File: config.mk
export PLATFORM = sky130hd
export DESIGN_NAME = spi_luks_flat
export DESIGN_NICKNAME = d
export VERILOG_FILES = /design/src/rtl/spi_luks_if.sv /design/src/rtl/spi_luks.sv /design/src/flat_wrapper.sv
export SDC_FILE = /design/constraint.sdc
export NUM_CORES = 1
export LEC_CHECK = 0
export BUFFER_PORTS_ARGS = -buffer_cell sky130_fd_sc_hd__buf_2
export CAP_MARGIN = 20
export CELL_PAD_IN_SITES_DETAIL_PLACEMENT = 1
export CELL_PAD_IN_SITES_GLOBAL_PLACEMENT = 2
export CORE_MARGIN = 10
export CORE_UTILIZATION = 25
export CTS_BUF_LIST = sky130_fd_sc_hd__clkbuf_4 sky130_fd_sc_hd__clkbuf_8 sky130_fd_sc_hd__clkbuf_16
export DETAILED_ROUTE_END_ITERATION = 16
export PLACE_DENSITY = 0.56
export SYNTH_ARGS = -nofsm -noshare
export SYNTH_HDL_FRONTEND = slang
export SYNTH_SLANG_ARGS = --single-unit
File: constraint.sdc
create_clock -name clk -period 4.39 [get_ports clk]
set_clock_uncertainty 0.1 [all_clocks]
set_input_delay 0 -clock clk [delete_from_list [all_inputs] [get_ports clk]]
set_output_delay 0 -clock clk [all_outputs]
set_load 0.03 [all_outputs]
File: src/rtl/spi_luks_if.sv
// ---------------------------------------------------------------------------
// spi_luks_if
//
// Bundles the sensor-side SPI pins and the memory-side request/result
// handshake of the spi_luks light-sensor reader into one interface.
//
// Signals:
//   miso      sensor -> reader   serial data, MSB first
//   valid     writer -> reader   conversion request (level)
//   sclk      reader -> sensor   SPI clock, idles low
//   ss        reader -> sensor   slave select, active-low
//   ready     reader -> writer   one-cycle strobe when toMemory updates
//   toMemory  reader -> writer   latest 8-bit light value
//
// Modports:
//   master  view used by the spi_luks reader itself
//   slave   view used by whatever surrounds it (sensor + memory writer)
// ---------------------------------------------------------------------------
interface spi_luks_if;
    logic       miso;
    logic       valid;
    logic       sclk;
    logic       ss;
    logic       ready;
    logic [7:0] toMemory;

    modport master (
        input  miso,
        input  valid,
        output sclk,
        output ss,
        output ready,
        output toMemory
    );

    modport slave (
        output miso,
        output valid,
        input  sclk,
        input  ss,
        input  ready,
        input  toMemory
    );
endinterface

File: src/rtl/spi_luks.sv
// ---------------------------------------------------------------------------
// spi_luks
//
// SPI master that reads one 16-bit frame from a PmodALS-style ambient-light
// sensor and hands the 8-bit light value to a memory/register writer.
//
// Ports:
//   clk   system clock, everything updates on its rising edge
//   rstn  asynchronous reset, ACTIVE-HIGH despite the name
//   bus   spi_luks_if.master: miso/valid in, sclk/ss/ready/toMemory out
//
// Parameters:
//   CLK_DIV     sclk half-period in clk cycles (>= 1)
//   FRAME_BITS  sclk cycles per frame
//   DATA_LSB    frame bit index of the result LSB
//
// Optional feature (compile-time macro SPI_LUKS_AUTO_RESTART_EN):
//   defined   -> after a result, go straight back to IDLE so a held valid
//                gives continuous back-to-back frames
//   undefined -> after a result, wait for valid to drop before re-arming
// ---------------------------------------------------------------------------
module spi_luks #(
    parameter int CLK_DIV    = 4,
    parameter int FRAME_BITS = 16,
    parameter int DATA_LSB   = 4
) (
    input  logic clk,
    input  logic rstn,
    spi_luks_if.master bus
);

    localparam int DIV_W = (CLK_DIV > 1) ? $clog2(CLK_DIV) : 1;
    localparam int BIT_W = $clog2(FRAME_BITS + 1);

    localparam logic [DIV_W-1:0] DIV_LAST   = DIV_W'(CLK_DIV - 1);
    localparam logic [BIT_W-1:0] BIT_FINAL  = BIT_W'(FRAME_BITS);

    localparam logic [2:0] S_IDLE     = 3'd0;
    localparam logic [2:0] S_SETUP    = 3'd1;
    localparam logic [2:0] S_SHIFT    = 3'd2;
    localparam logic [2:0] S_HOLD     = 3'd3;
    localparam logic [2:0] S_DONE     = 3'd4;
    localparam logic [2:0] S_WAIT_LOW = 3'd5;

    logic [2:0]            r_state;
    logic [DIV_W-1:0]      r_divCnt;
    logic [BIT_W-1:0]      r_bitCnt;
    logic [FRAME_BITS-1:0] r_shift;
    logic                  r_sclk;
    logic                  r_ss;
    logic                  r_ready;
    logic [7:0]            r_toMemory;

    logic                  w_divDone;
    logic [7:0]            w_result;

    // Every phase (setup, sclk high, sclk low, hold) lasts CLK_DIV cycles;
    // the divider counter runs 0..CLK_DIV-1 and this flags its last cycle.
    assign w_divDone = (r_divCnt == DIV_LAST);

    // Once all bits are in, the shift register holds the frame MSB..LSB.
    assign w_result  = r_shift[DATA_LSB+7:DATA_LSB];

    // Single sequential block: state, counters and all outputs are
    // registered together so sclk/ss/ready never glitch.
    // In SHIFT, sclk toggles at the end of each half-period; the edge that
    // drops sclk is also the edge that samples miso, since the sensor
    // changed it a full half-period earlier on the rising edge. After the
    // final falling edge the low half-period still runs out before HOLD.
    always_ff @(posedge clk or posedge rstn) begin
        if (rstn) begin
            r_state    <= S_IDLE;
            r_divCnt   <= '0;
            r_bitCnt   <= '0;
            r_shift    <= '0;
            r_sclk     <= 1'b0;
            r_ss       <= 1'b1;
            r_ready    <= 1'b0;
            r_toMemory <= 8'h00;
        end else begin
            r_ready <= 1'b0;
            case (r_state)
                S_IDLE: begin
                    r_sclk   <= 1'b0;
                    r_ss     <= 1'b1;
                    r_divCnt <= '0;
                    r_bitCnt <= '0;
                    if (bus.valid) begin
                        r_ss    <= 1'b0;
                        r_shift <= '0;
                        r_state <= S_SETUP;
                    end
                end

                S_SETUP: begin
                    if (w_divDone) begin
                        r_divCnt <= '0;
                        r_sclk   <= 1'b1;
                        r_state  <= S_SHIFT;
                    end else begin
                        r_divCnt <= r_divCnt + DIV_W'(1);
                    end
                end

                S_SHIFT: begin
                    if (!w_divDone) begin
                        r_divCnt <= r_divCnt + DIV_W'(1);
                    end else begin
                        r_divCnt <= '0;
                        if (r_sclk) begin
                            r_sclk   <= 1'b0;
                            r_shift  <= {r_shift[FRAME_BITS-2:0], bus.miso};
                            r_bitCnt <= r_bitCnt + BIT_W'(1);
                        end else if (r_bitCnt == BIT_FINAL) begin
                            r_ss    <= 1'b1;
                            r_state <= S_HOLD;
                        end else begin
                            r_sclk <= 1'b1;
                        end
                    end
                end

                S_HOLD: begin
                    if (w_divDone) begin
                        r_divCnt   <= '0;
                        r_ready    <= 1'b1;
                        r_toMemory <= w_result;
                        r_state    <= S_DONE;
                    end else begin
                        r_divCnt <= r_divCnt + DIV_W'(1);
                    end
                end

                S_DONE: begin
`ifdef SPI_LUKS_AUTO_RESTART_EN
                    r_state <= S_IDLE;
`else
                    r_state <= S_WAIT_LOW;
`endif
                end

                S_WAIT_LOW: begin
                    if (!bus.valid) begin
                        r_state <= S_IDLE;
                    end
                end

                default: begin
                    r_state <= S_IDLE;
                    r_sclk  <= 1'b0;
                    r_ss    <= 1'b1;
                end
            endcase
        end
    end

    assign bus.sclk     = r_sclk;
    assign bus.ss       = r_ss;
    assign bus.ready    = r_ready;
    assign bus.toMemory = r_toMemory;

endmodule

File: src/flat_wrapper.sv
// flat-port wrapper written by rule: the top's interface ports become plain ports
module spi_luks_flat 
#(
    parameter int CLK_DIV    = 4,
    parameter int FRAME_BITS = 16,
    parameter int DATA_LSB   = 4
)
  (clk, rstn, bus_miso, bus_valid, bus_sclk, bus_ss, bus_ready, bus_toMemory);
  spi_luks_if bus_i ();
  input  logic clk;
  input  logic rstn;
  input wire logic [$bits(bus_i.miso)-1:0] bus_miso;
  input wire logic [$bits(bus_i.valid)-1:0] bus_valid;
  output wire logic [$bits(bus_i.sclk)-1:0] bus_sclk;
  output wire logic [$bits(bus_i.ss)-1:0] bus_ss;
  output wire logic [$bits(bus_i.ready)-1:0] bus_ready;
  output wire logic [$bits(bus_i.toMemory)-1:0] bus_toMemory;
  assign bus_i.miso = bus_miso;
  assign bus_i.valid = bus_valid;
  assign bus_sclk = bus_i.sclk;
  assign bus_ss = bus_i.ss;
  assign bus_ready = bus_i.ready;
  assign bus_toMemory = bus_i.toMemory;
  spi_luks #(.CLK_DIV(CLK_DIV), .FRAME_BITS(FRAME_BITS), .DATA_LSB(DATA_LSB)) u_core (.clk(clk), .rstn(rstn), .bus(bus_i));
endmodule
==> results.txt <==
* Total core area: 6310 um^2
* Worst path top cell family by delay: compound AO/OA/AOI/OAI gates
* Unrepaired setup endpoints after global routing: no
- Of all flip-flops after synthesis, the portion carrying an async set or reset was 100%.
* Critical path fanouts, max: 19
* Final standard cell area without fillers: 1890 um^2
- Maximum single-stage delay on the critical path: 0.67 ns
- Summing all placed instances gives a cell area of 1740 um^2.
* Worst-path cell chain: or2_4 > a21oi_1 > o21ai_0
- The Yosys step of the flow raised 0 warnings.
- Remaining number of nets flagged by the antenna check after routing: 0
* Final-report setup violation count: 0
* Routed length per placed instance: 14.4 um
* Post-synthesis average cell area: 10.1 um^2
* Maximum buffer depth of the clock tree: 2
* Worst ir drop on vdd: 0.000173 V
- Counting flops and latches in the post-synthesis netlist gives 33.
- Worst Slack Setup Final: 2.28 ns
* Proportion of synthesized chip area in sequential cells: 51.3%
* Worst-path cell with the longest stage delay: a21oi_1
* Count of pins on the block boundary: 15
- Total GRT Usage: 8.10%
* Main synth FF type: dfrtp_1
* Worst slack at placement: 2.24 ns
- The detailed router finished its first iteration with 63 violations.
- PwrDens: 629 nW/um^2
- Area delta synth->final: 17.0%
* Layout filler cell count: 737
- Cell type contributing the most total cell area after synthesis: dfrtp_1
- At the worst endpoint, the arrival time is 2.12 ns.
- Total Routed Length: 3640 um
- Worst slew margin: 44.0%
- Antenna diodes: 0
- Syn Nets: 166
- Height of the die: 100 um
- Global routing finished with a remaining overflow of 0.
* Global placement routability congestion: 0.726
* Number of distinct standard cells referenced by the synthesized netlist: 30
- Row count: 29
* Static leakage: 0.858 nW
- Dividing the detail-routed via count by the number of cells gives 4.73.
* Cells after DPL: 242
- The initial utilization of the core area, before any placement, comes to 25.5%.
* Worst R2R Path Depth: 3
- The final layout contains 182 nets.
* Final standard cell utilization of the core: 29.9%
* Post-route DRC violation count: 0
* Most common cell in the synthesized netlist: dfrtp_1
* Startpoint of the lowest-slack register-to-register path: u_core.r_state[2]
- Detailed routing inserted a total of 1,196 vias.
- For the final routed database, the setup TNS stands at 0 ns.
- Shortest clock period the worst path allows after layout: 2.11 ns
- TritonCTS clock tree: yes
- Tightest Pin Transition: 0.840 ns
- Total chip power: 1.19 mW
* CP Class: flop to flop
- Number of flops mapped to enable cells by yosys: 0
- Detailed placement HPWL: 2510 um
- Entering global routing, the biggest net connects 34 pins.
* Worst hold slack: 0.262 ns
- Cells with a size suffix above 1 make up 18.8% of the layout.
- Number of buffers created by CTS: 5
* Input/output buffers: 14
- The tree is rooted in a clkbuf_8.
- Tightest Hold Check Type: primary input to async pin
* Total count of hold-check failures in the final report: 0
* Part of the cycle the worst path needs: 48.0%
- The critical path contains buffers and inverters numbering 0 combined.
* Horizontal die dimension: 100 um
* Cell count after synthesis: 159
- The later pin in the worst-skew pair is clocked with a latency of 0.28 ns.
- The worst setup path is launched from a flop.
* Floorplan die area: 10,100 um^2
* Synth area leaders: dfrtp_1 (50%), o21ai_0 (5.9%), mux2_2 (5.6%)
- Final Slew Violations: 0
- Number of levels the H-tree was split into: 2
- Reg-to-reg setup timing slack: 2.28 ns
- Proportion of netlist area held by the largest area contributor: 49.7%
- Summing every instance area after synthesis gives 1610 um^2.
* Number of maximum-capacitance violations: 0
- First-pass GRT wire length: 6700 um
* Run status: finished, final reports clean
* Synth top cells by count: dfrtp_1 (32), inv_1 (20), o21ai_0 (19), nand2_1 (11), or4_1 (11)
* Final standard cell count with taps included and fillers excluded: 253
* Data required time at the worst endpoint: 4.40 ns
- End of the worst register-to-register path: u_core.r_shift[8]
- The pre-antenna-repair detailed-routing pass consisted of 4 iterations.
- Antenna violations before repair: 0
* Clock Pin Slew Worst Setup and Hold Paths: 0.07 ns
- Clock tree synthesis found a total of 33 sinks.
- Number of global-route vias before repair: 1,326
- CP Capture Type: flop
* Fmax: 475 MHz
-- tightest hold or removal path, delay by kind of cell --
family                 cells  cell delay, ns
buffers and inverters      4            1.07
-- worst max-delay path by stage --
stage / from / endpoint / cells after the start
4_1_cts: u_core.r_state[2] / u_core.r_shift[8] / 3
5_1_grt: u_core.r_state[2] / u_core.r_shift[10] / 3
3_3_place_gp: u_core.r_state[2] / u_core.r_shift[0] / 3
3_5_place_dp: u_core.r_state[2] / u_core.r_shift[10] / 3
2_1_floorplan: u_core.r_divCnt[0] / u_core.bus.toMemory[0] / 4
6_report: u_core.r_state[2] / u_core.r_shift[8] / 3
-- registers in the layout (all words and copies together), names as in the netlist --
register,count
u_core.r_shift,12
u_core.bus.toMemory,8
u_core.r_bitCnt,5
u_core.r_state,3
u_core.r_divCnt,2
u_core.bus.ready,1
u_core.bus.sclk,1
u_core.bus.ss,1
-- where the power goes --
| part | switching [mW] | leakage (nW) | total, mW | internal (mW) |
|---|---|---|---|---|
| clock | 0.110 | 0.0619 | 0.302 | 0.191 |
| combinational | 0.244 | 0.356 | 0.394 | 0.150 |
| sequential | 0.0947 | 0.440 | 0.491 | 0.396 |
-- final cells by class --
cell class | instances | area, um^2 | share of cell area [%]
timing repair buffer | 18 | 108 | 5.70
clock inverter | 1 | 30.0 | 1.59
tap | 77 | 96.3 | 5.11
multi-input combinational | 97 | 661 | 35.0
inverter | 20 | 75.1 | 3.98
clock buffer | 7 | 90.1 | 4.77
sequential | 33 | 827 | 43.8
-- cells in the final DEF (no fill, tap or decap), types with 6 or more instances in the layout --
master,instances
buf_2,14
clkbuf_8,6
dfrtp_1,32
inv_1,20
mux2_2,8
nand2_1,11
nand2b_1,6
nor2b_1,6
o21ai_0,19
or4_1,11
-- routing by layer --
metal	part of all wire, %	wire (um)	up-vias	GRT usage [%]
met4	0.74	27	0	2.61
met1	45	1650	594	9.51
met5	0	0	-	0
met2	48	1760	20	13.1
met3	5.6	204	2	3.37
li1	-	-	580	-
-- cell families after synthesis --
family,synth area share (%)
and+or+nand+nor,18.2
adders and majority gates,2.33
buffers and inverters,7.76
DFF,51.3
AOI/OAI and AO/OA,11.9
xor gates and xnor gates,0.543
muxes,8.07
-- repair_timing --
action / CTS / global route
setup buffers: 0 / 0
endpoints found under the hold margin: 34 / 0
gates resized for setup: 0 / 0
hold buffers: 3 / 0
No activity file was read; power rests on OpenSTA's default activity.
